File: config.mk
export PLATFORM = sky130hd
export DESIGN_NAME = rv_fetch_queue_flat
export DESIGN_NICKNAME = d
export VERILOG_FILES = /design/src/rtl/rv_fetch_pkg.sv /design/src/rtl/rv_fetch_queue_if.sv /design/src/rtl/rv_fetch_fifo.sv /design/src/rtl/rv_fetch_queue.sv /design/src/flat_wrapper.sv
export SDC_FILE = /design/constraint.sdc
export NUM_CORES = 1
export LEC_CHECK = 0
export BUFFER_PORTS_ARGS = -buffer_cell sky130_fd_sc_hd__buf_2
export CAP_MARGIN = 30
export CORE_ASPECT_RATIO = 1.1
export CORE_UTILIZATION = 35
export DETAILED_ROUTE_END_ITERATION = 8
export PLACE_DENSITY = 0.54
export REMOVE_ABC_BUFFERS = 1
export SKIP_CTS_REPAIR_TIMING = 1
export SYNTH_ARGS = -nofsm -noshare
export SYNTH_HDL_FRONTEND = slang
export SYNTH_SLANG_ARGS = --single-unit
File: constraint.sdc
create_clock -name i_clk -period 13.2 [get_ports i_clk]
set_clock_uncertainty 0.05 [all_clocks]
set_input_delay 1.98 -clock i_clk [delete_from_list [all_inputs] [get_ports i_clk]]
set_output_delay 1.98 -clock i_clk [all_outputs]
set_load 0.01 [all_outputs]
File: src/rtl/rv_fetch_pkg.sv
// Shared types for the fetch-to-decode queue.
// One entry pairs an instruction word with its PC and PC+4.
package rv_fetch_pkg;

    localparam logic [31:0] NOP_ZERO = 32'h0;

    typedef struct packed {
        logic [31:0] instr;
        logic [31:2] pc;
        logic [31:2] pc_p4;
    } fetch_entry_t;

endpackage

File: src/rtl/rv_fetch_queue_if.sv
// Fetch request/response and decode handshake bundle.
// The slave side is the queue, the master side is fetch plus decode.
interface rv_fetch_queue_if #(
    parameter int DEPTH = 4
);
    localparam int CW = $clog2(DEPTH + 1);

    logic          i_req;
    logic [29:0]   i_pc;
    logic [29:0]   i_pc_p4;
    logic          o_req_ready;
    logic [31:0]   i_data;
    logic          o_valid;
    logic          i_ready;
    logic [31:0]   o_instr;
    logic [29:0]   o_pc;
    logic [29:0]   o_pc_p4;
    logic [CW-1:0] o_count;

    modport master (
        output i_req, i_pc, i_pc_p4, i_data, i_ready,
        input  o_req_ready, o_valid, o_instr,
        input  o_pc, o_pc_p4, o_count
    );

    modport slave (
        input  i_req, i_pc, i_pc_p4, i_data, i_ready,
        output o_req_ready, o_valid, o_instr,
        output o_pc, o_pc_p4, o_count
    );

endinterface

File: src/rtl/rv_fetch_fifo.sv
// Circular buffer of fetch entries with push, pop, flush and count.
// Pointers wrap naturally because DEPTH is a power of two.
module rv_fetch_fifo
    import rv_fetch_pkg::*;
#(
    parameter int DEPTH = 4,
    localparam int AW = $clog2(DEPTH),
    localparam int CW = $clog2(DEPTH + 1)
) (
    input  logic          clk,
    input  logic          rst,
    input  logic          flush,
    input  logic          push,
    input  fetch_entry_t  wdata,
    input  logic          pop,
    output fetch_entry_t  rdata,
    output logic          empty,
    output logic [CW-1:0] count
);

    fetch_entry_t  mem_q [DEPTH];
    fetch_entry_t  mem_d [DEPTH];
    logic [AW-1:0] wr_q, wr_d;
    logic [AW-1:0] rd_q, rd_d;
    logic [CW-1:0] cnt_q, cnt_d;

    always_comb begin
        mem_d = mem_q;
        wr_d  = wr_q;
        rd_d  = rd_q;
        cnt_d = cnt_q;
        if (flush) begin
            wr_d  = '0;
            rd_d  = '0;
            cnt_d = '0;
        end else begin
            if (push) begin
                mem_d[wr_q] = wdata;
                wr_d        = wr_q + 1'b1;
            end
            if (pop) begin
                rd_d = rd_q + 1'b1;
            end
            unique case ({push, pop})
                2'b10:   cnt_d = cnt_q + 1'b1;
                2'b01:   cnt_d = cnt_q - 1'b1;
                default: cnt_d = cnt_q;
            endcase
        end
    end

    always_ff @(posedge clk or posedge rst) begin
        if (rst) begin
            for (int i = 0; i < DEPTH; i++) begin
                mem_q[i] <= '0;
            end
            wr_q  <= '0;
            rd_q  <= '0;
            cnt_q <= '0;
        end else begin
            mem_q <= mem_d;
            wr_q  <= wr_d;
            rd_q  <= rd_d;
            cnt_q <= cnt_d;
        end
    end

    assign rdata = mem_q[rd_q];
    assign empty = (cnt_q == '0);
    assign count = cnt_q;

endmodule

File: src/rtl/rv_fetch_queue.sv
// Fetch-to-decode queue: in-flight slot, credit throttle,
// optional empty-queue bypass and flush shadow around rv_fetch_fifo.
module rv_fetch_queue
    import rv_fetch_pkg::*;
#(
    parameter int DEPTH  = 4,
    parameter int BYPASS = 0,
    localparam int CW = $clog2(DEPTH + 1)
) (
    input  logic             i_clk,
    input  logic             i_reset,
    input  logic             i_flush,
    rv_fetch_queue_if.slave  bus
);

    logic          inflight_q, inflight_d;
    logic          flush_q, flush_d;
    logic [29:0]   inf_pc_q, inf_pc_d;
    logic [29:0]   inf_pc_p4_q, inf_pc_p4_d;

    logic          credit;
    logic          req_ready;
    logic          req_acc;
    logic          resp_ok;
    logic          byp;
    logic          push;
    logic          pop;
    logic          head_ok;
    logic          empty;
    logic [CW-1:0] count;
    fetch_entry_t  wdata;
    fetch_entry_t  rdata;

    logic          valid;
    logic [31:0]   instr;
    logic [29:0]   pc;
    logic [29:0]   pc_p4;

    // The response slot is reserved at request time, so push never overflows.
    always_comb begin
        credit    = ({1'b0, count} + {{CW{1'b0}}, inflight_q})
                    < (CW+1)'(DEPTH);
        req_ready = !i_flush && credit;
        req_acc   = bus.i_req && req_ready;
        resp_ok   = inflight_q && !i_flush && !flush_q;
        byp       = (BYPASS != 0) && resp_ok && empty && bus.i_ready;
        push      = resp_ok && !byp;
        head_ok   = !empty && !i_flush && !flush_q;
        pop       = head_ok && bus.i_ready;
        wdata     = '{instr: bus.i_data, pc: inf_pc_q,
                      pc_p4: inf_pc_p4_q};
    end

    always_comb begin
        flush_d     = i_flush;
        inflight_d  = req_acc;
        inf_pc_d    = inf_pc_q;
        inf_pc_p4_d = inf_pc_p4_q;
        if (req_acc) begin
            inf_pc_d    = bus.i_pc;
            inf_pc_p4_d = bus.i_pc_p4;
        end
    end

    always_ff @(posedge i_clk or posedge i_reset) begin
        if (i_reset) begin
            inflight_q  <= 1'b0;
            flush_q     <= 1'b0;
            inf_pc_q    <= '0;
            inf_pc_p4_q <= '0;
        end else begin
            inflight_q  <= inflight_d;
            flush_q     <= flush_d;
            inf_pc_q    <= inf_pc_d;
            inf_pc_p4_q <= inf_pc_p4_d;
        end
    end

    rv_fetch_fifo #(
        .DEPTH (DEPTH)
    ) u_fifo (
        .clk   (i_clk),
        .rst   (i_reset),
        .flush (i_flush),
        .push  (push),
        .wdata (wdata),
        .pop   (pop),
        .rdata (rdata),
        .empty (empty),
        .count (count)
    );

    always_comb begin
        valid = 1'b0;
        instr = NOP_ZERO;
        pc    = '0;
        pc_p4 = '0;
        if (byp) begin
            valid = 1'b1;
            instr = bus.i_data;
            pc    = inf_pc_q;
            pc_p4 = inf_pc_p4_q;
        end else if (head_ok) begin
            valid = 1'b1;
            instr = rdata.instr;
            pc    = rdata.pc;
            pc_p4 = rdata.pc_p4;
        end
    end

    assign bus.o_req_ready = req_ready;
    assign bus.o_valid     = valid;
    assign bus.o_instr     = instr;
    assign bus.o_pc        = pc;
    assign bus.o_pc_p4     = pc_p4;
    assign bus.o_count     = count;

endmodule

File: src/flat_wrapper.sv
// flat-port wrapper written by rule: the top's interface ports become plain ports
module rv_fetch_queue_flat import rv_fetch_pkg::*;
#(
    parameter int DEPTH  = 4,
    parameter int BYPASS = 0,
    localparam int CW = $clog2(DEPTH + 1)
)
  (i_clk, i_reset, i_flush, bus_i_req, bus_i_pc, bus_i_pc_p4, bus_i_data, bus_i_ready, bus_o_req_ready, bus_o_valid, bus_o_instr, bus_o_pc, bus_o_pc_p4, bus_o_count);
  rv_fetch_queue_if #(.DEPTH(DEPTH)) bus_i ();
  input  logic i_clk;
  input  logic i_reset;
  input  logic i_flush;
  input wire logic [$bits(bus_i.i_req)-1:0] bus_i_req;
  input wire logic [$bits(bus_i.i_pc)-1:0] bus_i_pc;
  input wire logic [$bits(bus_i.i_pc_p4)-1:0] bus_i_pc_p4;
  input wire logic [$bits(bus_i.i_data)-1:0] bus_i_data;
  input wire logic [$bits(bus_i.i_ready)-1:0] bus_i_ready;
  output wire logic [$bits(bus_i.o_req_ready)-1:0] bus_o_req_ready;
  output wire logic [$bits(bus_i.o_valid)-1:0] bus_o_valid;
  output wire logic [$bits(bus_i.o_instr)-1:0] bus_o_instr;
  output wire logic [$bits(bus_i.o_pc)-1:0] bus_o_pc;
  output wire logic [$bits(bus_i.o_pc_p4)-1:0] bus_o_pc_p4;
  output wire logic [$bits(bus_i.o_count)-1:0] bus_o_count;
  assign bus_i.i_req = bus_i_req;
  assign bus_i.i_pc = bus_i_pc;
  assign bus_i.i_pc_p4 = bus_i_pc_p4;
  assign bus_i.i_data = bus_i_data;
  assign bus_i.i_ready = bus_i_ready;
  assign bus_o_req_ready = bus_i.o_req_ready;
  assign bus_o_valid = bus_i.o_valid;
  assign bus_o_instr = bus_i.o_instr;
  assign bus_o_pc = bus_i.o_pc;
  assign bus_o_pc_p4 = bus_i.o_pc_p4;
  assign bus_o_count = bus_i.o_count;
  rv_fetch_queue #(.DEPTH(DEPTH), .BYPASS(BYPASS)) u_core (.i_clk(i_clk), .i_reset(i_reset), .i_flush(i_flush), .bus(bus_i));
endmodule
==> metrics, run 1 <==
Ports between 150 and 200; first-pass GRT wire length 70100 µm; DR WL/cell approximately 21 µm; worst min-delay path class reg -> reg; # placed instances slightly above 2000; Die Span Y 248 µm; crit path max fanout 60; RSZ-0062 raised after global routing false; worst skew pair latency between 0.5 and 0.6 ns; PnR Total Power about 3.6 mW; Setup Slack @ Placement 7.57 ns; CTS tree done; largest net degree at the start of global routing 97; minimum clock period 5.58 ns; Hold Fails Final Rpt 0; Critical Path Start Type input port; register area share after synthesis 0.568; Non-Filler Instances between 2000 and 2500; fin area 22800 µm²; total die area 55900 µm²; DRT Pass-1 Iters 6; Initial Util 0.356; CTS buffer count 50; Clock Tree Buf Depth 3; #FFs+latches synth 437; Worst EP arrival 3.55 ns; standard-cell row count about 90; initial drt markers slightly above 500; outcome finished, final reports clean; Pwr Density 158 nW/µm²; critical path class in -> out; Mapped Cells around 1200; IO Port Bufs 193; most frequent cells in the layout dfrtp_1 (435), mux2_2 (428), buf_2 (193); Leak roughly 11 nW; remaining global-route overflow 0; syn avg cell area around 16 µm²; area delta synth->final 18.4%; final WL about 44000 µm; via count ~11000; Root Buffer clkbuf_16; CP Capture Type output pin; DRC viols 0; Final setup viols 0; VDD IR-drop max 0.120 mV; Via density 5.05; Tcrit/Tclk final 0.423; DP HPWL 24800 µm; reg2reg setup slack just over 9 ns; commonest non-fill, non-tap cell in the layout dfrtp_1; synthesized cell area about 19000 µm²; CP required ~11 ns; gpl congestion about 0.7; Slew headroom 0.374; share of cells above drive strength 1 0.594; Global Route Usage Sum 0.164; total of max-cap violations 0; Max Slew Vio Count 0; H-Tree Level Count 2; Ys Warns 0; DP Area around 21000 µm²; final setup margin around 7.6 ns; nets@finish 1465; via count of the first global-routing pass around 12000; Peak Freq between 150 and 200 MHz; post-synthesis cell type count 30; Slew @ Worst Pin 0.939 ns; Core Util, Final 0.422; Routed Antenna Nets 0; antenna violations before repair 5; Clk pin slew, worst setup/hold paths around 0.05 ns; core area 54000 µm²; Sink Count roughly 440; Die Width roughly 230 µm
==> per-stage QoR <==
step | hold slack, ns | setup TNS (ns)
floorplan | 0.425 | -438.51
global placement | 0.434 | 0
detailed placement | 0.440 | 0
CTS | 0.454 | 0
global route | 0.466 | 0
finish | 0.449 | 0
==> registers in the layout, indices dropped and copies added (netlist names) <==
| register | flops |
|---|---|
| u_core.flush_q | 1 |
| u_core.inf_pc_p4_q | 30 |
| u_core.inf_pc_q | 30 |
| u_core.inflight_q | 1 |
| u_core.u_fifo.count | 3 |
| u_core.u_fifo.mem_q | 368 |
| u_core.u_fifo.rd_q | 2 |
| u_core.u_fifo.wr_q | 2 |
==> report_power, final <==
part           internal (mW)  switching (mW)
sequential              1.52           0.111
clock                  0.974           0.562
combinational          0.266           0.155
total                   2.76           0.828
==> cells in the mapped netlist <==
cell type / number / area share
inv_1: 6 / 0.0012
or4b_1: 1 / 0.00052
nand2_1: 1 / 0.00019
nor2b_1: 2 / 0.00065
clkbuf_1: 27 / 0.0053
dfrtp_1: 437 / 0.57
nor3_1: 4 / 0.0010
ha_1: 4 / 0.0026
buf_1: 2 / 0.00039
nand4_1: 1 / 0.00033
buf_4: 32 / 0.012
o21ai_0: 1 / 0.00026
fa_1: 1 / 0.0010
a21oi_2: 1 / 0.00046
nor3b_1: 2 / 0.00078
a21oi_1: 1 / 0.00026
nand3_1: 2 / 0.00052
mux2_4: 1 / 0.00078
mux2_2: 428 / 0.25
or3_1: 1 / 0.00033
a32o_1: 1 / 0.00052
xor2_1: 2 / 0.00091
a311oi_4: 1 / 0.0014
nor2_1: 9 / 0.0018
buf_2: 27 / 0.0070
and3_1: 96 / 0.031
mux4_2: 92 / 0.11
xnor2_1: 2 / 0.00091
buf_6: 1 / 0.00059
a311oi_1: 1 / 0.00046
==> critical path: stages <==
cell,delay (ns)
buf_2,0.19
nor2_4,0.23
buf_12,0.24
buf_4,0.50
and3_1,0.25
buf_2,0.13
==> layout make-up <==
| class | count | area (µm²) |
|---|---|---|
| fill | 4891 | 31200 |
| sequential | 437 | 10900 |
| multi-input combinational | 655 | 7830 |
| clock buffer | 67 | 1470 |
| timing repair buffer | 213 | 1220 |
| tap | 728 | 911 |
| clock inverter | 25 | 383 |
| inverter | 6 | 30.0 |
| antenna | 1 | 2.50 |
==> metal layers <==
metal	global-route usage	up-vias	wire (µm)
met3	0.0339	63	1820
met5	0	-	37
met2	0.270	174	21600
met1	0.221	5752	20000
met4	0.0406	6	800
li1	-	4761	-
==> worst paths after layout <==
path                                          startpoint                  endpoint  depth (start not counted)
max in group asynchronous                        i_reset  u_core.u_fifo.mem_q[258]                          5
worst min-delay path            u_core.u_fifo.mem_q[105]  u_core.u_fifo.mem_q[105]                          1
min in group asynchronous                        i_reset     u_core.inf_pc_p4_q[6]                          2
worst max-delay path                             i_flush            bus_o_pc_p4[8]                          6
worst min register to register  u_core.u_fifo.mem_q[105]  u_core.u_fifo.mem_q[105]                          1
worst max register to register            u_core.flush_q   u_core.u_fifo.mem_q[13]                          6
==> logic make-up after synthesis <==
family,share of synthesized area
buffers and inverters,0.0269
muxes,0.359
DFF,0.568
adders and majority gates,0.00364
xor gates and xnor gates,0.00182
and+or+nand+nor,0.0373
AOI/OAI and AO/OA,0.00332
(Power assumes the default switching activity.)
==> inputs of run 2 (changes only) <==
clock period = 4.55 ns   (was 13.2 ns; I/O delays follow)
==> run 2 against run 1 <==
Net effect:
- non-clock buffer count is 12 higher
- first-iteration DRC count is 29% lower
- cell count is 0.33% higher
- wire length is 1.3% higher
- largest power group unchanged
- highest routed layer unchanged
- core utilization is 0.16 points lower
- combinational power grew to 2.9 times the previous value
- die area stayed put
- critical path depth is 2 lower
- register-to-register slack worse by 7.4 ns
- sequential cell count stayed put
==> metrics, run 2 (same netlist as run 1, synthesis figures left out) <==
remaining global-route overflow 0 (unchanged); H-Tree Level Count 2 (unchanged); crit path max fanout 30 (-50%); Tcrit/Tclk final 0.766; worst min-delay path class in -> reg; RSZ-0062 raised after global routing false; first-pass GRT wire length 70800 µm (+0.98%); max reg flops 368 (unchanged); Pwr Density 439 nW/µm² (+180%); Die Width 226 µm (unchanged); most frequent cells in the layout dfrtp_1 (435), mux2_2 (428), buf_2 (193); R2R depth 4 (-2); Net Sw Frac 0.236 (+0.00574); biggest registers after layout u_core.u_fifo.mem_q x368, u_core.inf_pc_p4_q x30, u_core.inf_pc_q x30; Setup Slack @ Placement 1.57 ns (-6.00 ns); DRC viols 0 (unchanged); final WL 44900 µm (+1.3%); antenna violations before repair 3 (-2); CP Capture Type output pin; Initial Util 0.356 (unchanged); CTS tree done; Max Slew Vio Count 0 (unchanged); Critical Path Start Type flop; endpoint of the worst register-to-register path u_core.u_fifo.mem_q[264]; Root Buffer clkbuf_16; minimum clock period between 3 and 4 ns; Worst EP arrival 2.75 ns (-0.80 ns); IO Port Bufs 193 (unchanged); DP HPWL 27100 µm (+9.2%); gpl congestion 0.711 (+1.7%); Die Span Y 248 µm (unchanged); register share of total power 0.477 (+0.022); worst skew pair latency 0.57 ns (about the same); initial drt markers 366 (-29%); Sink Count 437 (unchanged); Via density 5.08 (+0.71%); fillcell total 4901 (+0.20%); standard-cell row count 89 (unchanged); hold worst-path end u_core.inf_pc_p4_q[19]; Clk pin slew, worst setup/hold paths 0.06 ns (about the same); nets@finish 1476 (+0.75%); DRT Pass-1 Iters 4 (-2); via count 10900 (+1.0%); Clock Tree Buf Depth 3 (unchanged); largest net degree at the start of global routing 122 (+26%); via count of the first global-routing pass 11700 (-0.034%); Hold Fails Final Rpt 0 (unchanged); CTS buffer count 49 (-2.0%); Switch Pwr 2.36 mW (+180%); final setup margin 1.06 ns (-6.55 ns); Hold Path Stages 2 (+1); commonest non-fill, non-tap cell in the layout dfrtp_1; area delta synth->final 18.0%; VDD IR-drop max 0.231 mV (+93%); DP Area 21100 µm² (+1.1%); Routed Antenna Nets 0 (unchanged); outcome finished, final reports clean; Ports 194 (unchanged); share of cells above drive strength 1 0.588 (-0.00578); hold path startpoint bus_i_pc_p4[19]; critical path class reg -> out; total die area 55900 µm² (unchanged); reg2reg setup slack 1.99 ns (-7.35 ns); CP required 3.82 ns (-7.35 ns); DR WL/cell 21.0 µm (+0.96%); internal power 7.62 mW (+180%); Clock Power Share 0.399 (-0.028); Peak Freq about 290 MHz; combinational share of power 0.124 (+0.007); Leak 10.8 nW (-0.39%); Final setup viols 0 (unchanged); Slew @ Worst Pin 0.852 ns (-0.0871 ns); Global Route Usage Sum 0.166 (+0.00195); total of max-cap violations 0 (unchanged); Slew headroom 0.432 (+0.0581); Core Util, Final 0.420 (-0.00160); fin area 22700 µm² (-0.38%); Biggest register u_core.u_fifo.mem_q; PnR Total Power 9.97 mW (+180%); core area 54000 µm² (unchanged); RR Startpoint u_core.inflight_q
## run 2: changes by cell type in the layout (fill, tap and decap cells not counted), sizes merged
cell         delta
bufinv          -6
dlygate4sd3     +1
clkinv          -5
inv             +1
buf            +11
clkbuf          +8
clkinvlp        -3
## run 2: power groups by stage
stage / clock [mW] / sequential, mW / combinational (mW)
6_report: 3.98 / 4.76 / 1.24
5_1_grt: 4.28 / 4.83 / 1.36
4_1_cts: 4.13 / 4.76 / 1.27
3_5_place_dp: 0 / 4.82 / 1.27
3_3_place_gp: 0 / 4.80 / 1.24
2_1_floorplan: 0 / 4.71 / 0.944
## run 2: through the flow
| step | setup TNS, ns | cells | hold slack (ns) |
|---|---|---|---|
| after floorplan | -3982.02 | 1098 | 0.425 |
| after global placement | 0 | 2049 | 0.434 |
| after detailed placement | 0 | 2050 | 0.440 |
| after CTS | 0 | 2137 | -0.0537 |
| after global routing | 0 | 2138 | 0.252 |
| final | 0 | 2139 | 0.278 |
## run 2: worst max-delay path, cell delays in order (launching register included)
cell and delay, ns:
dfrtp_4 0.89, buf_4 0.38, mux4_2 0.57, and3_1 0.19
buf_2 0.13
## run 2: how the worst max path moves through the flow
| stage | startpoint | end | slack [ns] | cells past startpoint |
|---|---|---|---|---|
| 4_1_cts | u_core.u_fifo.rd_q[0] | bus_o_instr[17] | 0.95 | 4 |
| 5_1_grt | u_core.u_fifo.rd_q[0] | bus_o_pc[1] | 0.88 | 4 |
| 6_report | u_core.u_fifo.rd_q[0] | bus_o_instr[17] | 1.06 | 4 |
| 2_1_floorplan | i_reset | u_core.flush_q | -8.36 | 1 |
| 3_5_place_dp | u_core.u_fifo.rd_q[0] | bus_o_instr[17] | 1.57 | 4 |
| 3_3_place_gp | u_core.u_fifo.rd_q[0] | bus_o_instr[17] | 1.58 | 4 |
## run 2: cell type report
cell class,count,area [µm²],area share
clock inverters,12,164,0.00722
diodes,1,2.50,0.000110
repair buffers,225,1370,0.0602
flip-flops and latches,437,10900,0.482
inverters,6,30.0,0.00132
clock buffers,75,1460,0.0641
well taps,728,911,0.0401
multi-input cells,655,7830,0.345
## run 2: per-layer routing
metal | share of wire | global-route usage | up-vias
li1 | - | - | 4791
met1 | 0.46 | 0.227 | 5846
met2 | 0.48 | 0.272 | 171
met3 | 0.031 | 0.0255 | 58
met4 | 0.021 | 0.0506 | 2
met5 | 0.00027 | 0 | -
